===== src/rtl/rlbp_seq_if.sv =====
// Wishbone slave bundle between the Caravel wrapper and the readout sequencer.
interface rlbp_seq_if;
    logic        wbs_cyc_i;
    logic        wbs_stb_i;
    logic        wbs_we_i;
    logic [31:0] wbs_adr_i;
    logic [31:0] wbs_dat_i;
    logic [3:0]  wbs_sel_i;
    logic [31:0] wbs_dat_o;
    logic        wbs_ack_o;

    modport slave (
        input  wbs_cyc_i, wbs_stb_i, wbs_we_i, wbs_adr_i, wbs_dat_i, wbs_sel_i,
        output wbs_dat_o, wbs_ack_o
    );

    modport master (
        output wbs_cyc_i, wbs_stb_i, wbs_we_i, wbs_adr_i, wbs_dat_i, wbs_sel_i,
        input  wbs_dat_o, wbs_ack_o
    );
endinterface


===== src/rtl/rlbp_seq.sv =====
// MixPix readout sequencer: timed pixel phases, shared single-slope conversion of NCH channels, serial result shift-out.
// Wishbone ack one cycle after request, never stalls; frame = RST+INT+SAMP+2^CW+NCH*CW+1 cycles.
module rlbp_seq #(
    parameter int NCH = 4,
    parameter int CW  = 8
) (
    input  logic           wb_clk_i,
    input  logic           wb_rst_i,
    rlbp_seq_if.slave      wb,
    input  logic [NCH-1:0] comp_i,
    output logic           rst_o,
    output logic           Sh_rst,
    output logic           Sw1,
    output logic           Sh,
    output logic           Sw2,
    output logic           Sh_cmp,
    output logic           counter_rst,
    output logic           data_o,
    output logic           clk_o,
    output logic           start_o,
    output logic           done_o,
    output logic [2:0]     irq
);
    localparam int SHN = NCH * CW;

    typedef enum logic [2:0] {S_IDLE, S_RST, S_INT, S_SAMP, S_CONV, S_SHIFT, S_DONE} state_t;

    state_t         r_state, w_next;
    logic [7:0]     r_tmr;
    logic [CW-1:0]  r_cnt;
    logic [NCH-1:0] r_s1, r_s2, r_got;
    logic [CW-1:0]  r_cap [NCH];
    logic [CW-1:0]  r_res [NCH];
    logic [SHN-1:0] r_sh;
    logic           r_start, r_abort, r_cont, r_done, r_ack;
    logic [23:0]    r_timing;
    logic [7:0]     r_frames;
    logic [31:0]    r_dat;

    logic           w_req, w_wr, w_busy, w_tmr_end, w_to_shift;
    logic [3:0]     w_widx;
    logic [7:0]     w_len_raw, w_len;
    logic [CW-1:0]  w_final [NCH];
    logic [31:0]    w_rd;
    logic           w_unused;

    assign w_req    = wb.wbs_cyc_i & wb.wbs_stb_i & ~r_ack;
    assign w_wr     = w_req & wb.wbs_we_i;
    assign w_widx   = wb.wbs_adr_i[5:2];
    assign w_busy   = (r_state != S_IDLE);
    assign w_unused = ^{wb.wbs_sel_i, wb.wbs_adr_i[31:6], wb.wbs_adr_i[1:0], wb.wbs_dat_i[31:24]};

    always_comb begin
        case (r_state)
            S_RST:   w_len_raw = r_timing[7:0];
            S_INT:   w_len_raw = r_timing[15:8];
            S_SAMP:  w_len_raw = r_timing[23:16];
            default: w_len_raw = 8'd1;
        endcase
        w_len = (w_len_raw == 8'd0) ? 8'd1 : w_len_raw;
    end
    assign w_tmr_end = (r_tmr == w_len - 8'd1);

    always_ff @(posedge wb_clk_i) begin
        if (wb_rst_i) r_state <= S_IDLE;
        else          r_state <= w_next;
    end

    always_comb begin
        w_next = r_state;
        case (r_state)
            S_IDLE:  if (r_start)   w_next = S_RST;
            S_RST:   if (w_tmr_end) w_next = S_INT;
            S_INT:   if (w_tmr_end) w_next = S_SAMP;
            S_SAMP:  if (w_tmr_end) w_next = S_CONV;
            S_CONV:  if (&r_cnt)    w_next = S_SHIFT;
            S_SHIFT: if (r_tmr == 8'(SHN - 1)) w_next = S_DONE;
            S_DONE:  w_next = r_cont ? S_RST : S_IDLE;
            default: w_next = S_IDLE;
        endcase
        if (r_abort) w_next = S_IDLE;
    end

    always_comb begin
        {rst_o, Sh_rst, Sw1, Sh, Sw2, Sh_cmp, counter_rst} = '0;
        data_o  = 1'b0;
        clk_o   = 1'b0;
        start_o = 1'b0;
        done_o  = 1'b0;
        case (r_state)
            S_RST:   {rst_o, Sh_rst, counter_rst} = 3'b111;
            S_INT:   {Sw1, counter_rst} = 2'b11;
            S_SAMP:  {Sh, counter_rst} = 2'b11;
            S_CONV:  {Sw2, Sh_cmp} = 2'b11;
            S_SHIFT: begin
                clk_o   = 1'b1;
                data_o  = r_sh[SHN-1];
                start_o = (r_tmr == 8'd0);
            end
            S_DONE:  done_o = 1'b1;
            default: ;
        endcase
    end
    assign irq = {2'b00, r_done};

    // A channel that never fired during CONV reports full scale.
    always_comb begin
        for (int k = 0; k < NCH; k++) w_final[k] = r_got[k] ? r_cap[k] : '1;
    end
    assign w_to_shift = (r_state == S_CONV) && (w_next == S_SHIFT);

    always_ff @(posedge wb_clk_i) begin
        if (wb_rst_i) begin
            r_tmr <= '0;
            r_cnt <= '0;
            r_s1  <= '0;
            r_s2  <= '0;
            r_got <= '0;
            r_sh  <= '0;
            for (int k = 0; k < NCH; k++) begin
                r_cap[k] <= '0;
                r_res[k] <= '0;
            end
        end else begin
            r_tmr <= (w_next != r_state) ? 8'd0 : r_tmr + 8'd1;
            r_cnt <= (r_state == S_CONV && w_next == S_CONV) ? r_cnt + CW'(1) : '0;
            r_s1  <= comp_i;
            r_s2  <= r_s1;
            for (int k = 0; k < NCH; k++) begin
                if (r_state != S_CONV) begin
                    r_got[k] <= 1'b0;
                end else if (r_s2[k] && !r_got[k]) begin
                    r_got[k] <= 1'b1;
                    r_cap[k] <= r_cnt;
                end
            end
            if (w_to_shift) begin
                for (int k = 0; k < NCH; k++) begin
                    r_res[k]                   <= w_final[k];
                    r_sh[(NCH-1-k)*CW +: CW]   <= w_final[k];
                end
            end else if (r_state == S_SHIFT) begin
                r_sh <= {r_sh[SHN-2:0], 1'b0};
            end
        end
    end

    always_comb begin
        w_rd = '0;
        case (w_widx)
            4'd0: w_rd = {30'd0, r_cont, 1'b0};
            4'd1: w_rd = {8'd0, r_timing};
            4'd2: w_rd = {16'd0, r_frames, 6'd0, r_done, w_busy};
            default: begin
                for (int k = 0; k < NCH; k++)
                    if (w_widx == 4'(8 + k)) w_rd = 32'(r_res[k]);
            end
        endcase
    end

    always_ff @(posedge wb_clk_i) begin
        if (wb_rst_i) begin
            r_ack    <= 1'b0;
            r_dat    <= '0;
            r_start  <= 1'b0;
            r_abort  <= 1'b0;
            r_cont   <= 1'b0;
            r_timing <= '0;
            r_done   <= 1'b0;
            r_frames <= '0;
        end else begin
            r_ack   <= w_req;
            r_start <= 1'b0;
            r_abort <= 1'b0;
            if (w_wr && w_widx == 4'd0) begin
                r_start <= wb.wbs_dat_i[0];
                r_cont  <= wb.wbs_dat_i[1];
                r_abort <= wb.wbs_dat_i[2];
            end
            if (w_wr && w_widx == 4'd1) r_timing <= wb.wbs_dat_i[23:0];
            if (w_req && !wb.wbs_we_i)  r_dat <= w_rd;
            if (w_wr && w_widx == 4'd2) r_done <= 1'b0;
            // End-of-frame set takes priority over a coincident STATUS clear.
            if (r_state == S_DONE && !r_abort) begin
                r_done   <= 1'b1;
                r_frames <= r_frames + 8'd1;
            end
        end
    end

    assign wb.wbs_ack_o = r_ack;
    assign wb.wbs_dat_o = r_dat;
endmodule

===== src/flat_wrapper.sv =====
// flat-port wrapper written by rule: the top's interface ports become plain ports
module rlbp_seq_flat 
#(
    parameter int NCH = 4,
    parameter int CW  = 8
)
  (wb_clk_i, wb_rst_i, comp_i, rst_o, Sh_rst, Sw1, Sh, Sw2, Sh_cmp, counter_rst, data_o, clk_o, start_o, done_o, irq, wb_wbs_cyc_i, wb_wbs_stb_i, wb_wbs_we_i, wb_wbs_adr_i, wb_wbs_dat_i, wb_wbs_sel_i, wb_wbs_dat_o, wb_wbs_ack_o);
  rlbp_seq_if wb_i ();
  input  logic wb_clk_i;
  input  logic wb_rst_i;
  input  logic [NCH-1:0] comp_i;
  output logic rst_o;
  output logic Sh_rst;
  output logic Sw1;
  output logic Sh;
  output logic Sw2;
  output logic Sh_cmp;
  output logic counter_rst;
  output logic data_o;
  output logic clk_o;
  output logic start_o;
  output logic done_o;
  output logic [2:0] irq;
  input wire logic [$bits(wb_i.wbs_cyc_i)-1:0] wb_wbs_cyc_i;
  input wire logic [$bits(wb_i.wbs_stb_i)-1:0] wb_wbs_stb_i;
  input wire logic [$bits(wb_i.wbs_we_i)-1:0] wb_wbs_we_i;
  input wire logic [$bits(wb_i.wbs_adr_i)-1:0] wb_wbs_adr_i;
  input wire logic [$bits(wb_i.wbs_dat_i)-1:0] wb_wbs_dat_i;
  input wire logic [$bits(wb_i.wbs_sel_i)-1:0] wb_wbs_sel_i;
  output wire logic [$bits(wb_i.wbs_dat_o)-1:0] wb_wbs_dat_o;
  output wire logic [$bits(wb_i.wbs_ack_o)-1:0] wb_wbs_ack_o;
  assign wb_i.wbs_cyc_i = wb_wbs_cyc_i;
  assign wb_i.wbs_stb_i = wb_wbs_stb_i;
  assign wb_i.wbs_we_i = wb_wbs_we_i;
  assign wb_i.wbs_adr_i = wb_wbs_adr_i;
  assign wb_i.wbs_dat_i = wb_wbs_dat_i;
  assign wb_i.wbs_sel_i = wb_wbs_sel_i;
  assign wb_wbs_dat_o = wb_i.wbs_dat_o;
  assign wb_wbs_ack_o = wb_i.wbs_ack_o;
  rlbp_seq #(.NCH(NCH), .CW(CW)) u_core (.wb_clk_i(wb_clk_i), .wb_rst_i(wb_rst_i), .wb(wb_i), .comp_i(comp_i), .rst_o(rst_o), .Sh_rst(Sh_rst), .Sw1(Sw1), .Sh(Sh), .Sw2(Sw2), .Sh_cmp(Sh_cmp), .counter_rst(counter_rst), .data_o(data_o), .clk_o(clk_o), .start_o(start_o), .done_o(done_o), .irq(irq));
endmodule

===== config.mk =====
export PLATFORM = sky130hd
export DESIGN_NAME = rlbp_seq_flat
export DESIGN_NICKNAME = d
export VERILOG_FILES = /design/src/rtl/rlbp_seq_if.sv /design/src/rtl/rlbp_seq.sv /design/src/flat_wrapper.sv
export SDC_FILE = /design/constraint.sdc
export NUM_CORES = 1
export LEC_CHECK = 0
export ABC_AREA = 1
export CAP_MARGIN = 20
export CORE_MARGIN = 4
export CORE_UTILIZATION = 37
export CTS_BUF_LIST = sky130_fd_sc_hd__clkbuf_2 sky130_fd_sc_hd__clkbuf_4 sky130_fd_sc_hd__clkbuf_8
export DETAILED_ROUTE_END_ITERATION = 10
export SYNTH_ARGS = -nofsm -noshare
export SYNTH_HDL_FRONTEND = slang
export SYNTH_SLANG_ARGS = --single-unit

===== constraint.sdc =====
create_clock -name wb_clk_i -period 5 [get_ports wb_clk_i]
set_input_delay 1 -clock wb_clk_i [delete_from_list [all_inputs] [get_ports wb_clk_i]]
set_output_delay 1 -clock wb_clk_i [all_outputs]
set_load 0.01 [all_outputs]

==> flow_results.org, run 1 <==
** Yosys
- Share of the synthesized area in the top cell type :: 0.2836
- Yosys mapped the design onto 48 distinct sky130hd cell types.
- Synthesis produced a netlist whose cell count is 1103.
- Top cells by area, synth :: dfxtp_1 28%, edfxtp_1 22%, nand2_1 8.9%
- Predominant post-synthesis flop cell :: dfxtp_1
- Sequential element share of the synthesized area :: 0.5031
- In this run, synthesis inferred 64 flip-flops with an integrated enable.
- After synthesis the cells add up to 8753 µm².
- Async set-or-reset flop fraction in the synthesized netlist :: 0
- Syn Area/Cell :: 7.936 µm²
- Library cell with the highest instance count after synthesis :: nand2_1
- For this run, the number of Yosys warnings is 0.
- By count the netlist is led by 207 x nand2_1, 195 x nor2_1, 124 x dfxtp_1.
- Summed over all instances, the cell type with the most area after synthesis is dfxtp_1.
- Synthesis inferred 188 register bits.

** Finish
- After filler insertion, the fill cell instance count of the layout stands at 2452.
- Sequential cell area :: 4404 µm²
- After the last flow step, the layout net total stands at 1243.
- Leaving out filler cells and counting taps, the final layout contains 1493.
- Area used by multi-input combinational logic :: 3657 µm²
- Antenna fix cells :: 0
- For this run, the share of the core covered by cells in the final layout is 0.4320.
- Share of layout cells above drive strength 1 :: 0.1090
- Synth-to-Final Area Change :: 15.51%

** Power and ir drop
- Across the VDD grid, the largest voltage drop is 0.1747 mV.
- Post-layout power :: 2802 µW
- The analysis attributes to cell leakage a power of 0.003948 µW.
- Power Density :: 277.1 nW/µm²

** Clocking
- TritonCTS built the clock tree.
- Buffers inserted to repair hold after CTS numbered 0.
- Clock insertion delay at the later pin of the skew report :: 0.48 ns
- Clock-pin slew of the registers on the worst-case setup and hold paths :: 0.12 ns
- TritonCTS Buffers :: 17
- Once the clock tree was built, the resizer swapped 0 gates to a different size.
- In this run the clock root is driven by a clkbuf_8.
- The H-tree generated during clock tree synthesis spans 4 levels.
- Setup bufs post-CTS :: 0
- For this design, the sink count on the clock tree is 188.
- The clock passes through at most 2 buffers.

** Setup path
- Critical path capture point type :: flop
- Critical path buffer and inverter count :: 4
- At the worst endpoint, the arrival time is 4.30 ns.
- In this run the worst path has a maximum fanout of 32.
- STA classifies the critical path startpoint as a flop.
- Among the stages of the critical path, the cell type that occurs most often is nand2_1.
- Cell at the slowest stage of the critical path :: dfxtp_1
- Worst Path Required :: 5.13 ns
- Grouping stages by cell kind, the critical path spends the most delay in simple AND/OR/NAND/NOR gates.
- Crit path largest cell delay :: 0.62 ns
- CP Class :: flop to flop

** GRT
- The first global-routing pass estimated 35140 µm of wire.
- Grt total ovfl :: 0
- Largest net degree at the start of global routing :: 89
- The number of global-route vias before repair is 6660.
- The initial antenna violation count was 0.
- In the global route stage, overall resource usage came out at 0.1658.

** Floorplanning
- Overall die width :: 161.8 µm
- Row cnt :: 56
- For this design the top-level I/O count stands at 124.
- Measured along the y axis, the die boundary spans 161.8 µm.
- The floorplan step defined a die boundary enclosing 26180 µm².
- Starting density of the core :: 0.3740
- Total core area :: 23400 µm²

** Timing
- Across all hold checks on the routed design, the worst slack comes to 0.4139 ns.
- Worst clock skew on the final layout :: 0.02210 ns
- Final worst path period share :: 0.8348
- Setup total negative slack on the finished layout was measured at 0 ns.
- Subtracting the final worst setup slack from the clock period gives 4.174 ns.
- The final-report hold violation count came to 0.
- In this run the tightest slew margin relative to its limit is 0.2764.
- For the pin with the worst max-slew slack, the measured transition is 1.081 ns.
- The count of final max-slew check failures is 0.
- F_max :: 239.6 MHz
- Setup violations remaining at the end of the flow were counted as 0.
- Setup repair after global routing left no endpoint under its margin.

** Drt
- Vias :: 7118
- The detail route stage leaves a number of antenna-violating nets equal to 0.
- In the final routed layout, each cell accounts on average for 14.29 µm.
- After detailed routing, the number of vias per cell comes to 4.768.
- Wires add up to 21330 µm.
- After the first detailed-routing iteration, the DRC count stood at 404.
- Before antenna repair, the detailed router went through 5 iterations.
- Residual DRC count :: 0

** Worst hold path
- The path class of the tightest hold or removal check is flop to flop.

** Run
- MaxCap Viol Count :: 0

** Placed design
- Detailed placement ended at an HPWL of 15400 µm.
- The number of placed instances, taps included, is 1458.
- Weighted congestion at the end of routability-driven global placement :: 0.8042
- Count of input and output buffers :: 73

** Status
- The flow ran to the end, and the final reports show no timing, DRC or antenna violations.
-- metal layers --
layer  wire [µm]  GRT usage  part of all wire  up-vias
met5           0          0                 0        -
li1            -          -                 -     3691
met4         412    0.04767             0.019        0
met2        9323     0.2523              0.44      159
met3         926    0.03121             0.043       28
met1       10670     0.2417              0.50     3240
-- through the flow --
stage | cell area (µm²) | setup WS, ns
3_3_place_gp | 9668 | 0.8746
3_5_place_dp | 9673 | 0.8386
2_1_floorplan | 8787 | 1.144
6_report | 10110 | 0.8262
5_1_grt | 10110 | 0.4006
4_1_cts | 10100 | 0.7942
-- registers in the layout, summed over array words and instances, names as in the netlist, 3 cells and up --
name and count:
u_core.r_cap 32, u_core.r_cnt 8, u_core.r_frames 8, u_core.r_got 4, u_core.r_res 32, u_core.r_s1 4, u_core.r_s2 4, u_core.r_sh 32
u_core.r_state 3, u_core.r_timing 24, u_core.r_tmr 8, u_core.wb.wbs_dat_o 24
-- worst reg2reg max path, stage by stage (launching register included) --
cell and delay [ns]:
dfxtp_1 0.62, nand2_2 0.17, nor2_4 0.30, nand2_1 0.12, nand3_2 0.14, inv_1 0.05, nand2_1 0.13, nor2_4 0.06
nand2_2 0.09, nand2_1 0.07, inv_1 0.07, ha_1 0.18, nand4_2 0.18, nand3_1 0.13, nand2_1 0.06, nor2_1 0.09
nand2_1 0.05, nor2_1 0.08, nand2_1 0.06, nor2_2 0.11, nand3_1 0.08, nand2_1 0.12, inv_2 0.05, nand2_2 0.09
nand3_4 0.20, nand2_1 0.14, buf_4 0.37
-- kinds of logic after synthesis --
logic type | after synthesis | synth area share
buffers and inverters | 165 | 0.08376
adders and majority gates | 5 | 0.007147
xor gates and xnor gates | 11 | 0.01101
and+or+nand+nor | 584 | 0.2980
AOI/OAI and AO/OA | 149 | 0.09648
other | 1 | 0.0004284
DFF | 188 | 0.5031
-- cells in the final DEF, fill, tap and decap left out, types with 9 or more instances in the layout --
master / n
xor2_1: 9
o21ai_1: 21
conb_1: 10
nor2_2: 19
dfxtp_1: 124
buf_4: 9
nand3_1: 93
edfxtp_1: 64
nor2_1: 192
or2_2: 28
a21oi_1: 57
clkdlybuf4s50_1: 72
inv_1: 94
nand2_1: 207
o21ai_0: 39
nand4_1: 11
clkbuf_8: 17
-- layout make-up --
cell class | count | area share
clock buffers | 17 | 0.02314
clock inverters | 15 | 0.01869
inverters | 109 | 0.04096
multi-input cells | 759 | 0.3617
flip-flops and latches | 188 | 0.4356
well taps | 319 | 0.03948
repair buffers | 86 | 0.08044
-- report_power, final --
group | switching [µW] | internal (µW) | total, µW
registers | 11.3 | 1600 | 1610
logic | 79.7 | 50.5 | 130
clock network | 661 | 397 | 1060
-- path summary, 6_finish.rpt --
path / startpoint / end / slack, ns / cells after the start
worst max-delay path: u_core.r_state[1] / u_core.r_res[3][3] / 0.83 / 26
worst min-delay path: u_core.r_s1[0] / u_core.r_s2[0] / 0.41 / 2
worst max register to register: u_core.r_state[1] / u_core.r_res[3][3] / 0.83 / 26
worst min register to register: u_core.r_s1[0] / u_core.r_s2[0] / 0.41 / 2
Note: power is estimated with default switching activity, not from simulation.
==> run 2: changes to the inputs <==
==> constraint.sdc (replaced) <==
create_clock -name wb_clk_i -period 3.9 [get_ports wb_clk_i]
set_input_delay 0.78 -clock wb_clk_i [delete_from_list [all_inputs] [get_ports wb_clk_i]]
set_output_delay 0.78 -clock wb_clk_i [all_outputs]
set_load 0.01 [all_outputs]
==> run 2 against run 1 <==
- via count is 0.62% higher
- sequential power is 29% higher
- clock power is 33% higher
- cell count up 1.5%
- cell area increased by 3.2%
- sequential share of layout area fell by 1.3 points
- register-to-register slack lost 0.45 ns
- critical path depth up 4
- maximum frequency up 18%
- count of clock-buffer cells in the layout unchanged
- first-iteration DRC count is 13% higher
- highest routed layer unchanged
==> flow_results.org, run 2 (synthesized netlist as in run 1, its figures left out) <==
** Finish
- The share of cells above drive strength 1 is 0.1338 (+0.02475).
- The library cell used most frequently in the layout, excluding fill and tap cells, is nand2_1.
- Most used cells in the layout excluding fill and tap cells :: 205 x nand2_1, 190 x nor2_1, 121 x dfxtp_1
- The fraction of the core area covered by cells at the end of the flow came to 0.4459 (+0.01390).
- The number of antenna repair diodes was 0 (unchanged).
- The filler-free cell count of the finished design came to 1515 (+1.5%).
- The largest registers in the layout are u_core.r_cap (32), u_core.r_res (32), u_core.r_sh (32).
- Relative to the synthesized area, the layout overhead comes to 19.23%.
- Final-stage net count :: 1265 (+1.8%)

** Placed design
- Post-Place Worst Slack :: 0.1322 ns (-0.7064 ns)
- The number of I/O port buffers came to 73 (unchanged).
- Weighted congestion at the end of routability-driven global placement :: 0.8379 (+4.2%)
- The number of placed instances, taps included is 1474 (+1.1%).
- Sum of net half-perimeters after detailed placement :: 15620 µm (+1.4%)

** Floorplanning
- Io pins :: 124 (unchanged)
- Starting density of the core :: 0.3740 (unchanged)
- The number of cell rows was 56 (unchanged).
- The chip width was 161.8 µm (unchanged).
- Total core area :: 23400 µm² (unchanged)
- The die outline area was 26180 µm² (unchanged).
- Die Height :: 161.8 µm (unchanged)

** Power and ir drop
- The worst-case vdd ir drop came to 0.1891 mV (+8.2%).
- Static leakage :: 0.004102 µW (+3.9%)
- Power Density :: 350.0 nW/µm² (+26%)
- Post-layout power :: 3652 µW (+30%)

** Drt
- The number of detailed-route iterations in the first pass came to 5 (unchanged).
- The number of design-rule violations left by the first detailed-router iteration is 455 (+13%).
- Vias :: 7162 (+0.62%)
- The remaining antenna violation count was 0 (unchanged).
- The total wire length came to 22110 µm (+3.6%).
- Residual DRC count :: 0 (unchanged)
- The per-cell routed wire length was 14.59 µm (+2.1%).
- The number of vias per cell was 4.727 (-0.84%).

** Setup path
- Critical path buffer and inverter count :: 5 (+1)
- Nature of the critical path startpoint :: flop
- Cell at the slowest stage of the critical path :: dfxtp_2
- Crit path largest cell delay :: 0.42 ns (-0.20 ns)
- The highest fanout seen on the critical path was 10 (-69%).
- CP Class :: flop to flop
- By instance count, the cell type seen most on the critical path is nand2_1.
- The worst setup path is captured at a flop.
- Worst Path Required :: 4.26 ns (-0.87 ns)
- Among cell families on the critical path, the largest total delay comes from simple AND/OR/NAND/NOR gates.
- Arrival time reported for the critical path endpoint :: 3.89 ns (-0.41 ns)

** Clocking
- The cts-stage hold buffer count is 0 (unchanged).
- Buffer type at the clock tree root :: clkbuf_8
- Sink Count :: 188 (unchanged)
- The deepest clock path buffer count came to 2 (unchanged).
- TritonCTS Buffers :: 17 (unchanged)
- The worst-skew pair later-pin latency was 0.47 ns (about the same).
- The number of levels in the clock H-tree is 4 (unchanged).
- Clock-pin slew of the registers on the worst-case setup and hold paths :: 0.11 ns (about the same)
- CTS tree :: yes

** GRT
- Largest net degree at the start of global routing :: 80 (-10%)
- Vias in the first global route :: 6617 (-0.65%)
- Number of antenna violations at the first check in global routing :: 0 (unchanged)
- First-pass GRT wire length :: 35130 µm (about the same)
- The global-route total usage across every layer came to 0.1670 (+0.001223).
- Grt total ovfl :: 0 (unchanged)

** Timing
- The worst setup skew after layout came to 0.02068 ns (-0.001416 ns).
- The actual slew at the worst max-slew pin came to 1.022 ns (-0.05908 ns).
- Final worst path period need :: 3.525 ns (-0.6483 ns)
- Final slew viol count :: 0 (unchanged)
- The worst hold slack came to 0.4100 ns (-0.003975 ns).
- The portion of the clock cycle consumed by the worst path in the final layout was 0.9040 (+0.06920).
- Number of failing hold endpoints at the final stage :: 0 (unchanged)
- F_max :: 283.6 MHz (+18%)
- The final critical-path setup slack was 0.3745 ns (-0.4517 ns).
- Relative max-transition margin :: 0.3177 (+0.04130)
- Setup Viol. Count Final :: 0 (unchanged)

** Run
- The number of maximum-capacitance constraint violations is 0 (unchanged).

** Worst hold path
- Min-delay worst type :: flop to flop

** Status
- Run status :: finished, final reports clean
[run 2: worst register-to-register path: cells and delay by family, from the launching register on]
family | cells | cell delay (ns)
DFF | 1 | 0.42
and+or+nand+nor | 23 | 2.08
buffers and inverters | 5 | 0.54
AOI/OAI and AO/OA | 1 | 0.18
adders and majority gates | 1 | 0.20
[run 2: metrics by stage]
stage                      TNS, ns  instance area (µm²)
after floorplan                  0                 8787
after global placement           0                 9846
after detailed placement         0                 9846
after CTS                        0                10280
after global routing      -0.03652                10440
final                            0                10440
[run 2: power breakdown]
group	total [µW]	switching (µW)	leakage [µW]	internal (µW)
Combinational	176	104	0.00223	71.7
Clock	1410	802	0.000212	608
Sequential	2070	14.3	0.00166	2050
[run 2: area by class of cell]
type	instances	area, µm²
clock buffer	17	234.0
inverter	109	416.7
tap	319	399.1
sequential	188	4410
fill	2418	12970
timing repair buffer	107	1066
clock inverter	15	198.9
multi-input combinational	760	3711
[run 2: metal layers]
layer	part of all wire	global-route usage	up-vias
li1	-	-	3733
met1	0.50	0.2441	3241
met2	0.44	0.2551	170
met3	0.047	0.03476	18
met4	0.011	0.03922	0
met5	0	0	-
[run 2: worst paths after layout]
check	from	end	slack, ns	cells past startpoint
worst max-delay path	u_core.r_state[0]	u_core.r_sh[11]	0.37	30
worst min-delay path	u_core.r_s1[2]	u_core.r_s2[2]	0.41	2
worst max register to register	u_core.r_state[0]	u_core.r_sh[11]	0.37	30
worst min register to register	u_core.r_s1[2]	u_core.r_s2[2]	0.41	2
[run 2: repair_timing]
| action | CTS | global route |
|---|---|---|
| resized for setup | 0 | 17 |
| setup buffers | 0 | 6 |
| endpoints found under the setup margin | 0 | 112 |
